### src/rtl/rr_dispatch_pkg.sv
`default_nettype none
// ============================================================================
//  Module   : rr_dispatch_pkg
//  Brief    : Shared types, defaults and helpers for rr_dispatch_arbiter.
//  Revision : 1.0 - initial release
// ============================================================================
package rr_dispatch_pkg;

    typedef enum logic [1:0] {
        IDLE   = 2'd0,
        ISSUE  = 2'd1,
        WAIT   = 2'd2,
        RETURN = 2'd3
    } state_t;

    localparam int NUM_REQ_DEF = 4;
    localparam int DATA_W_DEF  = 8;

    function automatic int next_idx(input int idx, input int n);
        return (idx + 1) % n;
    endfunction

endpackage
`default_nettype wire

### src/rtl/rr_dispatch_arbiter_rr_pick.sv
`default_nettype none
// ============================================================================
//  Module   : rr_pick
//  Brief    : Combinational round-robin picker; first valid at or after rr_ptr.
//  Revision : 1.0 - initial release
// ============================================================================
module rr_pick
    import rr_dispatch_pkg::*;
#(
    parameter int NUM_REQ = NUM_REQ_DEF
) (
    input  logic [NUM_REQ-1:0]         req_valid,
    input  logic [$clog2(NUM_REQ)-1:0] rr_ptr,
    output logic [NUM_REQ-1:0]         grant,
    output logic [$clog2(NUM_REQ)-1:0] grant_idx,
    output logic                       any_valid
);

    localparam int IW = $clog2(NUM_REQ);
    localparam int SW = IW + 1;

    logic [SW-1:0] sum;
    logic [IW-1:0] idx;

    // Scan from the farthest offset down so the nearest valid one wins last.
    always_comb begin
        grant     = '0;
        grant_idx = '0;
        any_valid = 1'b0;
        sum       = '0;
        idx       = '0;
        for (int off = NUM_REQ - 1; off >= 0; off--) begin
            sum = {1'b0, rr_ptr} + SW'(off);
            if (sum >= SW'(NUM_REQ)) begin
                sum = sum - SW'(NUM_REQ);
            end
            idx = sum[IW-1:0];
            if (req_valid[idx]) begin
                any_valid  = 1'b1;
                grant_idx  = idx;
                grant      = '0;
                grant[idx] = 1'b1;
            end
        end
    end

endmodule
`default_nettype wire

### src/rtl/rr_dispatch_arbiter.sv
`default_nettype none
// ============================================================================
//  Module   : rr_dispatch_arbiter
//  Brief    : Round-robin dispatcher sharing one single-slot unit among
//             NUM_REQ requesters. Optional WAIT watchdog: RR_DISPATCH_TIMEOUT_EN.
//  Revision : 1.0 - initial release
// ============================================================================
module rr_dispatch_arbiter
    import rr_dispatch_pkg::*;
#(
    parameter int NUM_REQ     = NUM_REQ_DEF,
    parameter int DATA_W      = DATA_W_DEF,
    parameter int TIMEOUT_CYC = 255
) (
    input  logic                        clk,
    input  logic                        rst,
    input  logic [NUM_REQ-1:0]          req_valid,
    output logic [NUM_REQ-1:0]          req_ready,
    input  logic [NUM_REQ*DATA_W-1:0]   req_data,
    output logic [NUM_REQ-1:0]          rsp_valid,
    input  logic [NUM_REQ-1:0]          rsp_ready,
    output logic [DATA_W-1:0]           rsp_data,
    output logic                        unit_in_valid,
    input  logic                        unit_in_ready,
    output logic [DATA_W-1:0]           unit_in_data,
    input  logic                        unit_out_valid,
    output logic                        unit_out_ready,
    input  logic [DATA_W-1:0]           unit_out_data,
    output logic [$clog2(NUM_REQ)-1:0]  owner_id,
    output logic                        busy,
    output logic                        timeout_err
);

    localparam int IW = $clog2(NUM_REQ);

    state_t              state;
    state_t              state_nxt;
    logic [IW-1:0]       rr_ptr;
    logic [NUM_REQ-1:0]  pick_grant;
    logic [IW-1:0]       pick_idx;
    logic                pick_any;
    logic [DATA_W-1:0]   pick_data;

    rr_pick #(
        .NUM_REQ   (NUM_REQ)
    ) u_pick (
        .req_valid (req_valid),
        .rr_ptr    (rr_ptr),
        .grant     (pick_grant),
        .grant_idx (pick_idx),
        .any_valid (pick_any)
    );

    always_comb begin
        pick_data = '0;
        for (int i = 0; i < NUM_REQ; i++) begin
            if (pick_idx == IW'(i)) begin
                pick_data = req_data[i*DATA_W +: DATA_W];
            end
        end
    end

    always_comb begin
        state_nxt      = state;
        req_ready      = '0;
        unit_out_ready = 1'b0;
        rsp_valid      = '0;
        busy           = (state != IDLE);
        case (state)
            IDLE: begin
                if (pick_any) begin
                    req_ready = pick_grant;
                    state_nxt = ISSUE;
                end
            end
            ISSUE: begin
                if (unit_in_ready) begin
                    state_nxt = WAIT;
                end
            end
            WAIT: begin
                unit_out_ready = 1'b1;
                if (unit_out_valid) begin
                    state_nxt = RETURN;
                end
            end
            RETURN: begin
                rsp_valid[owner_id] = 1'b1;
                if (rsp_ready[owner_id]) begin
                    state_nxt = IDLE;
                end
            end
            default: state_nxt = IDLE;
        endcase
    end

    always_ff @(posedge clk or posedge rst) begin
        if (rst) begin
            state <= IDLE;
        end else begin
            state <= state_nxt;
        end
    end

    always_ff @(posedge clk or posedge rst) begin
        if (rst) begin
            rr_ptr        <= '0;
            owner_id      <= '0;
            unit_in_valid <= 1'b0;
            unit_in_data  <= '0;
            rsp_data      <= '0;
        end else begin
            unit_in_valid <= (state_nxt == ISSUE);
            if (state == IDLE && pick_any) begin
                unit_in_data <= pick_data;
                owner_id     <= pick_idx;
            end
            if (state == WAIT && unit_out_valid) begin
                rsp_data <= unit_out_data;
            end
            if (state == RETURN && rsp_ready[owner_id]) begin
                rr_ptr <= IW'(next_idx(int'(owner_id), NUM_REQ));
            end
        end
    end

`ifdef RR_DISPATCH_TIMEOUT_EN
    localparam logic [15:0] LIMIT = 16'(TIMEOUT_CYC);

    logic [15:0] wait_cnt;
    logic        to_flag;

    // Counter restarts on every WAIT entry; the flag is sticky until reset.
    always_ff @(posedge clk or posedge rst) begin
        if (rst) begin
            wait_cnt <= '0;
            to_flag  <= 1'b0;
        end else if (state != WAIT) begin
            wait_cnt <= '0;
        end else begin
            if (wait_cnt != 16'hFFFF) begin
                wait_cnt <= wait_cnt + 16'd1;
            end
            if (wait_cnt + 16'd1 >= LIMIT) begin
                to_flag <= 1'b1;
            end
        end
    end

    assign timeout_err = to_flag;
`else
    logic unused_timeout;
    assign unused_timeout = (TIMEOUT_CYC == 0);
    assign timeout_err    = 1'b0;
`endif

endmodule
`default_nettype wire

### config.mk
export PLATFORM = sky130hd
export DESIGN_NAME = rr_dispatch_arbiter
export DESIGN_NICKNAME = d
export VERILOG_FILES = /design/src/rtl/rr_dispatch_pkg.sv /design/src/rtl/rr_dispatch_arbiter_rr_pick.sv /design/src/rtl/rr_dispatch_arbiter.sv
export SDC_FILE = /design/constraint.sdc
export NUM_CORES = 1
export LEC_CHECK = 0
export CAP_MARGIN = 20
export CORE_MARGIN = 3
export CORE_UTILIZATION = 42
export CTS_CLUSTER_DIAMETER = 50
export DETAILED_ROUTE_END_ITERATION = 8
export HOLD_SLACK_MARGIN = 0.15
export PLACE_DENSITY = 0.81
export SLEW_MARGIN = 30
export SYNTH_ARGS = -nofsm -noshare
export SYNTH_HDL_FRONTEND = slang
export SYNTH_SLANG_ARGS = --single-unit
### constraint.sdc
create_clock -name clk -period 3.79 [get_ports clk]
set_input_delay 1.137 -clock clk [delete_from_list [all_inputs] [get_ports clk]]
set_output_delay 1.137 -clock clk [all_outputs]
set_load 0.05 [all_outputs]
# Yosys cells after proc, flatten, opt, wreduce, memory -nomap -nowiden
# Index checks and enable logic that the tools add are counted.
# classes
n_lt_le_gt_ge,14
eq_ne,7
addsub,8
n_mux,49
n_reduce_logical,11
# ops
cell,n
8-bit 2-to-1 mux,4
4-bit 2-to-1 mux,7
2-bit 2-to-1 mux,12
"2-bit by 3-bit < comparator with 1-bit output, second input constant",5
1-bit 2-to-1 mux,15
1-bit binary-select mux with 2-bit select,5
1-bit demux with 2-bit select,5
"2-bit by 1-bit greater-or-equal comparator with 1-bit output, second input constant",5
"3-bit greater-or-equal comparator, second input constant",3
"2-bit equality test, second input constant",4
1-bit logical AND,8
2-bit case mux with 4 select lines,1
"2-bit by 1-bit subtractor with 2-bit output, second input constant",4
"2-bit by 2-bit adder with 3-bit output, second input constant",2
"2-bit by 1-bit equality test with 1-bit output, second input constant",3
2-bit zero test,2
"2-bit by 1-bit adder with 3-bit output, second input constant",1
"2-bit by 3-bit greater-or-equal comparator with 1-bit output, second input constant",1
"2-bit by 1-bit adder with 2-bit output, second input constant",1
2-bit nonzero test,1
# totals
reg_bits,23
in_bits,52

# Logic depth before layout (Yosys ltp)
# logic_depth
depth_word,14
depth_mapped,10

# Cells and area by module
# Synthesis repeated with hierarchy kept, for this count alone.
# hier_totals
cells_unflattened,173
area_unflattened_um2,1973.1
# by_module_without_submodules
mod,area_each_um2,n_inst,seq_area_each_um2,cells_per_inst
rr_dispatch_arbiter,1290.0,1,575.6,88
rr_pick,683.2,1,0.0,85

# Worst setup path before layout
# Ideal clock, no wire load.
# synth_timing
path_type,input -> output
startpoint,input req_valid[1]
endpoint,output req_ready[2]
path_buffers,0
path_slack_ns,-0.197
arrival_time_ns,2.850
stages,5
path_cell_list,mux4_2 > nor2b_1 > a22o_1 > mux2i_1 > o22ai_1
# synth_between
elab_chain_len,8
# synth_lines
item,line,source
start: declaration,rr_dispatch_arbiter.sv:17,"input logic [NUM_REQ-1:0] req_valid,"
1-bit binary-select mux with 2-bit select,rr_dispatch_arbiter_rr_pick.sv:38,if (req_valid[idx]) begin
1-bit 2-to-1 mux (not written as such),rr_dispatch_arbiter_rr_pick.sv:38,
4-bit 2-to-1 mux or 1-bit 2-to-1 mux (tied branches) (4 in series),rr_dispatch_arbiter_rr_pick.sv:38,
4-bit 2-to-1 mux (*),rr_dispatch_arbiter.sv:71,if (pick_any) begin
4-bit 2-to-1 mux (*),rr_dispatch_arbiter.sv:69,case (state)
end: declaration,rr_dispatch_arbiter.sv:18,"output logic [NUM_REQ-1:0] req_ready,"
# Every way passes the cells marked *; elsewhere a longest branch is shown, timed or not. The select of a mux whose other input is x is not followed.

# Worst setup path after layout
# layout_timing
startpoint,input req_valid[1]
endpoint,output req_ready[3]
# Same word-level chain as after synthesis.

==> impl_results.md <==
- Crit Path Class: input port to primary output
- Main combinational cell family by area after synthesis: compound AO/OA/AOI/OAI gates
- Uppermost routed layer: met4
- Slew Limit Fails: 0
- Post-synth EDFFs: 0
- Layout cells sized above 1: 25.0%
- Total number of vias: 1708
- Setup crit start: req_valid[1]
- CTS buffer count: 3
- Complex-gate fraction of the synthesized area: 21.6%
- Fin crit period: 3.74 ns
- Peak VDD IR: 0.470 mV
- Metal2 WL: 2500 um
- GRT overflow: 0
- Setup-failing EPs final: 0
- Drt first pass iters: 4
- Clock sink total: 23
- Skew final: 0.00811 ns
- GRT Total Usage: 19.4%
- Clock-pin slew on the worst setup and hold paths: 0.09 ns
- Core area: 4120 sq um
- IO buf count: 80
- Critical Path Sink Type: primary output
- Met3 WL: 299 um
- Die X: 72.2 um
- Combinational power share: 75.7%
- Final hold vios: 0
- YS warnings: 0
- Worst hold path type: flip-flop to flip-flop
- Cells after Synth: 174
- Syn Area/Cell: 10.6 sq um
- Setup TNS: 0 ns
- Final WS setup: 0.0528 ns
- Vias in the first global route: 1732
- Seq pwr share: 18.1%
- H-tree depth: 1
- Synth unique cells: 36
- Tightest Pin Transition: 0.809 ns
- Data required time at the worst endpoint: 2.65 ns
- Fin crit share: 98.6%
- Asr flop ratio synth: 100%
- Number of max-cap violations: 0
- Routability cong.: 0.953
- CP startpoint kind: input port
- # diodes: 0
- Row cnt: 23
- ANT nets after route: 0
- Switching pwr: 1.31 mW
- CP arrival: 2.60 ns
- Fin nets: 325
- WL final: 4870 um
- Clk_lat worst skew: 0.27 ns
- Routed vias/inst: 5.51
- Hold Path Origin: unit_in_data[4]$_DFFE_PP0P_
- # fillers: 333
- RR Startpoint: rr_ptr[1]$_DFFE_PP0P_
- Maximum number of pins on one net before global-route repair: 24
- Syn Nets: 238
- Synth Flop Type: dfrtp_1
- Setup bufs post-CTS: 0
- Internal power: 1.22 mW
- PwrDens: 888 nW/um^2
- Relative slew slack: 45.7%
- Max FO, Critical Path: 4
- Root Buffer: clkbuf_8
- Seq/Total Area, Yosys: 31.3%
- Iteration-0 DRC Markers: 70
- Post-Synth Adder-Cell Area: 8.16%
- WHS: 0.492 ns
- Per-cell routed wire length: 15.7 um
- Pre-CTS WS: -0.370 ns
- Die Height: 72.2 um
- Clock power share: 6.2%
- CTS tree: built
- Multi-input logic area: 1190 sq um
- Initial Utilization: 44.7%
- Io pins: 82
- Xor/xnor share of the synthesized area: 0%
- Metal1 wirelength: 2050 um
- Final HPWL DP: 3810 um
- Longest Clk Path Bufs: 2
- Mapped Area: 1840 sq um
- Post-synthesis mux area share: 15.4%
- Synthesized flop and latch total: 23
- Reg area: 576 sq um
- P_leak: 1.19 nW
- DRC: 0
- First-pass GRT wire length: 8070 um
- Status: finished clean
- Die Area: 5210 sq um
- Post-Synth Simple-Gate Area: 17.6%
- Switching Fraction: 51.8%
- Initial antenna violation count: 0
- Max Clk Rate: 0.268 GHz
- P&R area growth vs syn: 54.9%
## final cells by class
class	count	share of cell area, %
Sequential cell	23	20.2
Inverter	5	0.659
Clock inverter	1	0.264
Tap cell	50	2.20
Clock buffer	3	1.45
Timing Repair Buffer	94	33.3
Multi-Input combinational cell	134	41.9
## path summary, 6_finish.rpt
kind                       depth (start not counted)                     endpoint  slack (ns)
min reg2reg                                        2  unit_in_data[4]$_DFFE_PP0P_        0.49
max in group asynchronous                          2      rsp_data[1]$_DFFE_PP0P_        2.18
max                                                7                 req_ready[3]        0.05
min in group asynchronous                          2      rsp_data[0]$_DFFE_PP0P_        1.22
min                                                2  unit_in_data[4]$_DFFE_PP0P_        0.49
max reg2reg                                        9  unit_in_data[5]$_DFFE_PP0P_        1.08
## worst max-delay path: stages
cell and delay [ns]:
buf_6 0.10, mux4_2 0.52, buf_6 0.15, a22o_1 0.22, mux2i_1 0.17, o22ai_2 0.14, buf_12 0.16
## metal layers
metal | vias to the layer above | global-route usage, %
li1 | 826 | -
met1 | 835 | 24.9
met5 | - | 0
met3 | 2 | 5.68
met4 | 0 | 3.13
met2 | 45 | 32.8
## cells by family (layout without fill, tap and decap cells)
kind of cell | after synthesis | in the layout
simple gates | 61 | 61
compound gates | 38 | 38
flops | 23 | 23
mux | 22 | 22
buf+inv | 17 | 103
fa+ha+maj | 12 | 12
other cells | 1 | 1
## registers in the layout, summed over array words and instances, names as in the netlist
register       count
unit_in_data       8
state              2
rr_ptr             2
owner_id           2
rsp_data           8
unit_in_valid      1
## power groups by stage
stage	clock (mW)	combinational, mW	sequential [mW]
2_1_floorplan	0	1.02	0.799
3_3_place_gp	0	1.85	0.460
3_5_place_dp	0	1.88	0.460
4_1_cts	0.164	1.90	0.458
5_1_grt	0.175	2.04	0.479
6_report	0.157	1.91	0.458
## synthesized netlist by cell type (all sizes together) (2+ instances only)
cell type   n  share of area, %
dfrtp      23                31
nand2      20               4.2
nor3       16               4.4
ha         12               8.2
and2       11               3.7
mux2       10               6.1
buf         9               4.1
a221oi      8               6.5
mux2i       8               4.4
o41ai       8               7.1
o21ai       6               1.6
and3        5               1.7
inv         5               1.0
a22o        4               1.9
mux4        4               4.9
o22ai       4               1.4
a21oi       3              0.82
clkbuf      3              0.61
nand3       2               1.2
nor2        2              0.41
nor2b       2              0.68
## repair_timing
item / in CTS / in global routing
hold buffers: 0 / 0
resized for setup: 18 / 9
endpoints found under the setup margin: 4 / 4
pin swaps: 2 / 2
## cell usage in the layout (no fill, tap or decap), types with 2 or more instances in the layout
| master | instances |
|---|---|
| clkdlybuf4s50_1 | 72 |
| dfrtp_1 | 23 |
| nand2_1 | 19 |
| nor3_1 | 16 |
| buf_4 | 13 |
| ha_1 | 12 |
| and2_1 | 11 |
| mux2_2 | 9 |
| a221oi_2 | 8 |
| o41ai_2 | 8 |
| mux2i_1 | 7 |
| and3_1 | 5 |
| o21ai_0 | 5 |
| mux4_2 | 4 |
| inv_1 | 4 |
| a22o_1 | 4 |
| o22ai_2 | 4 |
| buf_6 | 4 |
| buf_12 | 4 |
| a21oi_1 | 3 |
| clkbuf_8 | 3 |
| nor2_1 | 2 |
## stage by stage
| stage | std cells | util (%) | area (sq um) | power (mW) |
|---|---|---|---|---|
| global placement | 306 | 67.3 | 2770 | 2.31 |
| finish | 310 | 69.2 | 2850 | 2.53 |
| global route | 310 | 69.2 | 2850 | 2.70 |
| detailed placement | 306 | 67.3 | 2770 | 2.34 |
| floorplan | 174 | - | 1850 | 1.82 |
| CTS | 310 | 69.0 | 2840 | 2.53 |
Power figures use the tool's default switching activity.
